`config.mk`:
```
export PLATFORM = sky130hd
export DESIGN_NAME = layer_out_serializer_flat
export DESIGN_NICKNAME = d
export VERILOG_FILES = /design/src/rtl/layer_out_serializer_if.sv /design/src/rtl/layer_out_serializer.sv /design/src/flat_wrapper.sv
export SDC_FILE = /design/constraint.sdc
export NUM_CORES = 1
export LEC_CHECK = 0
export CAP_MARGIN = 10
export CORE_ASPECT_RATIO = 1.25
export CORE_MARGIN = 3
export CORE_UTILIZATION = 49
export CTS_CLUSTER_DIAMETER = 120
export DETAILED_ROUTE_END_ITERATION = 6
export GPL_TIMING_DRIVEN = 1
export PLACE_DENSITY = 0.85
export SETUP_SLACK_MARGIN = 0.1
export SYNTH_ARGS = -nofsm -noshare
export SYNTH_HDL_FRONTEND = slang
export SYNTH_SLANG_ARGS = --single-unit
export TNS_END_PERCENT = 50
```
`constraint.sdc`:
```
create_clock -name clk -period 54.2 [get_ports clk]
set_input_delay 10.84 -clock clk [delete_from_list [all_inputs] [get_ports clk]]
set_output_delay 10.84 -clock clk [all_outputs]
set_load 0.02 [all_outputs]
```
`src/rtl/layer_out_serializer_if.sv`:
```
// layer_out_serializer_if: frame input, serialized word output and status flags of the layer serializer
interface layer_out_serializer_if #(
  parameter int NUM_NEURONS = 30,
  parameter int DATA_WIDTH  = 16
);
  logic [NUM_NEURONS*DATA_WIDTH-1:0] in_data;
  logic                              in_valid;
  logic [DATA_WIDTH-1:0]             out_data;
  logic                              out_valid;
  logic                              out_last;
  logic                              busy;
  logic                              overrun;
  modport master (output in_data, in_valid, input out_data, out_valid, out_last, busy, overrun);
  modport slave  (input in_data, in_valid, output out_data, out_valid, out_last, busy, overrun);
endinterface

```
`src/rtl/layer_out_serializer.sv`:
```
// layer_out_serializer: captures a frame of neuron outputs and streams it one word per cycle.
// Define SER_OVERRUN_DETECT_EN to get the sticky overrun flag; otherwise overrun is tied to 0.
module layer_out_serializer #(
  parameter int NUM_NEURONS = 30,
  parameter int DATA_WIDTH  = 16
) (
  input logic                   clk,
  input logic                   rst,
  layer_out_serializer_if.slave bus
);
  localparam int CW = $clog2(NUM_NEURONS) + 1;
  localparam int IW = $clog2(NUM_NEURONS);
  typedef enum logic {IDLE, SEND} state_t;
  state_t                state_q, state_d;
  logic [CW-1:0]         cnt_q, cnt_d;
  logic [DATA_WIDTH-1:0] buf_q [NUM_NEURONS];
  logic                  send, last, accept;
  assign send   = state_q == SEND;
  assign last   = send && cnt_q == CW'(NUM_NEURONS - 1);
  // a new frame is taken only when idle or on the last word, keeping the stream gapless
  assign accept = bus.in_valid && (!send || last);
  always_ff @(posedge clk) begin
    if (rst) begin
      state_q <= IDLE;
      cnt_q   <= '0;
    end else begin
      state_q <= state_d;
      cnt_q   <= cnt_d;
    end
  end
  always_comb begin
    state_d = accept ? SEND : last ? IDLE : state_q;
    cnt_d   = (accept || last) ? '0 : send ? cnt_q + CW'(1) : cnt_q;
  end
  always_ff @(posedge clk) begin
    if (accept)
      for (int i = 0; i < NUM_NEURONS; i++)
        buf_q[i] <= bus.in_data[i*DATA_WIDTH +: DATA_WIDTH];
  end
  assign bus.out_data  = send ? buf_q[cnt_q[IW-1:0]] : '0;
  assign bus.out_valid = send;
  assign bus.out_last  = last;
  assign bus.busy      = send;
`ifdef SER_OVERRUN_DETECT_EN
  logic overrun_q;
  always_ff @(posedge clk) begin
    if (rst) overrun_q <= 1'b0;
    else if (bus.in_valid && send && !last) overrun_q <= 1'b1;
  end
  assign bus.overrun = overrun_q;
`else
  assign bus.overrun = 1'b0;
`endif
endmodule

```
`src/flat_wrapper.sv`:
```
// flat-port wrapper written by rule: the top's interface ports become plain ports
module layer_out_serializer_flat 
#(
  parameter int NUM_NEURONS = 30,
  parameter int DATA_WIDTH  = 16
)
  (clk, rst, bus_in_data, bus_in_valid, bus_out_data, bus_out_valid, bus_out_last, bus_busy, bus_overrun);
  layer_out_serializer_if #(.NUM_NEURONS(NUM_NEURONS), .DATA_WIDTH(DATA_WIDTH)) bus_i ();
  input logic clk;
  input logic rst;
  input wire logic [$bits(bus_i.in_data)-1:0] bus_in_data;
  input wire logic [$bits(bus_i.in_valid)-1:0] bus_in_valid;
  output wire logic [$bits(bus_i.out_data)-1:0] bus_out_data;
  output wire logic [$bits(bus_i.out_valid)-1:0] bus_out_valid;
  output wire logic [$bits(bus_i.out_last)-1:0] bus_out_last;
  output wire logic [$bits(bus_i.busy)-1:0] bus_busy;
  output wire logic [$bits(bus_i.overrun)-1:0] bus_overrun;
  assign bus_i.in_data = bus_in_data;
  assign bus_i.in_valid = bus_in_valid;
  assign bus_out_data = bus_i.out_data;
  assign bus_out_valid = bus_i.out_valid;
  assign bus_out_last = bus_i.out_last;
  assign bus_busy = bus_i.busy;
  assign bus_overrun = bus_i.overrun;
  layer_out_serializer #(.NUM_NEURONS(NUM_NEURONS), .DATA_WIDTH(DATA_WIDTH)) u_core (.clk(clk), .rst(rst), .bus(bus_i));
endmodule
```
==> impl_metrics.yaml <==
clocking:
  cts_buffer_depth: 3
  cts_sinks: 492
  hold_buffers: 0
  cts_root_buf: "clkbuf_16"
  path_clk_slew_ns: 0.06
  cts_tree: "built"
  clock_latency_ns: 0.57
  cts_htree_levels: 2
  cts_buffers: 48
  post_cts_buffers: 0
  cts_resized: 0
critical_path:
  r2r_slack_ns: 50.66
  reg2reg_to: "u_core.buf_q[24][10]"
  end_kind: "output pin"
  cp_cell_sequence: "buf_4, mux4_2, nor2b_1, a2111oi_0, nor4_1, clkdlybuf4s50_1"
  cp-start-kind: "flop"
  critPathKind: "reg -> out"
  cp_slowest_stage_delay_ns: 0.97
  critPathSlowestCell: "dfxtp_4"
  r2r-start: "u_core.cnt_q[0]"
  crit_required_ns: 43.36
  worst_r2r_path_depth: 6
  path_max_fanout: 62
  arrival_ns: 4.45
sta:
  max_freq_ghz: 0.0654
  maxSlewViolCount: 0
  hold_viol: 0
  fin_crit_ns: 15.29
  skew_ns: 0.0254
  tns_ns: 0
  final.setup.worst_slack_ns: 38.91
  worstMarginPinSlew_ns: 1.26
  rsz0062_at_grt: "no"
  period_share: 0.282
  worst_hold_slack_ns: 0.539
  setup_viol: 0
  maxSlewHeadroom: 0.161
routing:
  drt-pass1-iter-count: 5
  first_iter_violations: 1181
  viasPerCell: 5.67
  wirelength_um: 51700
  drc: 0
  wl_per_cell_um: 27.2
  vias: 10800
  antenna_left: 0
min_path:
  min_path_cells: 2
  hp-class: "reg -> reg"
  hp-start: "u_core.cnt_q[1]"
synth:
  yosysUniqueCellTypes: 48
  synthFlopType: "edfxtp_1"
  syn-cell-area_um2: 18900
  yosysWarnings: 0
  syn_nets: 1333
  yosys_register_bits: 492
  avgSynthCellArea_um2: 22.3
  synth_edf_count: 480
  synthArstFlopShare: 0
  netlist_instances: 848
  ys_top_cells_by_count: "edfxtp_1, mux4_2, mux2i_1"
  yosysMostFrequentCell: "edfxtp_1"
  synth.top_cell.area_share: 0.761
  synth_seq_area_share: 0.774
  yosys-top-cells-area: "edfxtp_1, mux4_2, mux2i_1"
  synth_top_area_cell: "edfxtp_1"
grt:
  track_usage: 0.244
  grt_max_degree: 210
  overflow: 0
  grt_pass1_wl_um: 73300
  grt_pass1_vias: 11500
  antenna_found_initial: 17
pwr:
  p_sw_frac: 0.206
  p_sw_mw: 0.175
  power_frac_clock: 0.376
  internal-power_mw: 0.677
  power_frac_comb: 0.093
  ir_drop_mv: 0.0317
  finalPower_mw: 0.852
  cellPowerDensity_nw_per_um2: 32.9
  pwr-share-seq: 0.531
  leakagePower_nw: 8.44
floorplanning:
  start_util: 0.503
  ioPinCount: 503
  die_h_um: 226
  fp.dieW_um: 182
  coreArea_um2: 37700
  dieArea_um2: 41100
  rows: 79
place:
  detailed_place.area_um2: 24300
  place_inst: 1797
  dp_hpwl_um: 37000
  place_congestion: 0.853
  post-place-ws_ns: 39.49
  portBuffers: 501
final_layout:
  nNetsFinal: 1846
  stdcell_count: 1903
  design_area_um2: 25900
  final_core_util: 0.687
  drive_gt1_frac: 0.149
  area_growth_pct: 36.6
  nFillCells: 2330
flow_run:
  drv_cap: 0
run_status:
  outcome: "complete, no violations"
==> sequential cells by signal, indices dropped and copies added (netlist names), named ones only <==
| signal | cells |
|---|---|
| u_core.buf_q | 480 |
| u_core.cnt_q | 6 |
| u_core.bus.busy | 1 |
==> power by group through the flow <==
| stage | sequential, mW | combinational (mW) | clock, mW |
|---|---|---|---|
| 2_1_floorplan | 0.485 | 0.0354 | 0 |
| 3_3_place_gp | 0.458 | 0.0779 | 0 |
| 3_5_place_dp | 0.460 | 0.0794 | 0 |
| 4_1_cts | 0.452 | 0.0800 | 0.326 |
| 5_1_grt | 0.454 | 0.0838 | 0.341 |
| 6_report | 0.452 | 0.0796 | 0.320 |
==> layout by cell type (no fill, tap or decap), types with 7 or more instances in the layout <==
cell type,count
nor4_1,7
clkbuf_1,14
a22oi_1,13
mux4_2,102
a211oi_1,9
clkdlybuf4s50_1,501
clkinv_2,11
o22ai_1,7
mux2_2,22
nor2b_1,17
buf_4,7
diode_2,18
nor2_1,13
mux2i_1,31
dfxtp_1,8
o21ai_0,14
clkinv_1,8
clkbuf_16,50
a22o_1,7
edfxtp_1,480
==> kinds of logic (layout without fill, tap and decap cells) <==
group / count (synthesis) / count (layout) / share of synthesized area
DFF: 492 / 492 / 0.774
muxes: 159 / 159 / 0.156
AOI/OAI and AO/OA: 73 / 73 / 0.0281
and+or+nand+nor: 66 / 66 / 0.0194
buffers and inverters: 50 / 601 / 0.0188
xor gates and xnor gates: 5 / 5 / 0.00231
adders and majority gates: 2 / 2 / 0.00132
other: 1 / 19 / 0.000198
==> area by class of cell <==
type	instances	area (um2)	area share
Clock buffer	64	1300	0.0504
Multi-Input combinational cell	306	3950	0.152
Timing Repair Buffer	510	5110	0.197
Sequential cell	492	14700	0.567
Antenna cell	18	45.0	0.00174
Inverter	3	11.3	0.000435
Tap cell	486	608	0.0235
Clock inverter	24	200	0.00773
==> routing by layer <==
metal,vias to the layer above,share of wire,global-route usage
li1,4622,-,-
met1,5357,0.34,0.290
met2,676,0.55,0.435
met3,131,0.076,0.0466
met4,0,0.039,0.109
met5,-,0,0
==> worst max-delay path: cells and delay by family, from the launching register on <==
kind                   cells  cell delay (ns)
AOI/OAI and AO/OA          1             0.79
buffers and inverters      2             1.37
and+or+nand+nor            2             0.30
DFF                        1             0.97
muxes                      1             0.41
==> worst max path at each step <==
stage            startpoint            endpoint  slack, ns
6_report               flop     bus_out_data[1]      38.91
3_3_place_gp           flop     bus_out_data[1]      39.43
5_1_grt                flop     bus_out_data[1]      38.76
2_1_floorplan  bus_in_valid  u_core.buf_q[0][0]       6.84
4_1_cts                flop     bus_out_data[1]      38.86
3_5_place_dp           flop     bus_out_data[1]      39.49
No activity file was read; power rests on OpenSTA's default activity.
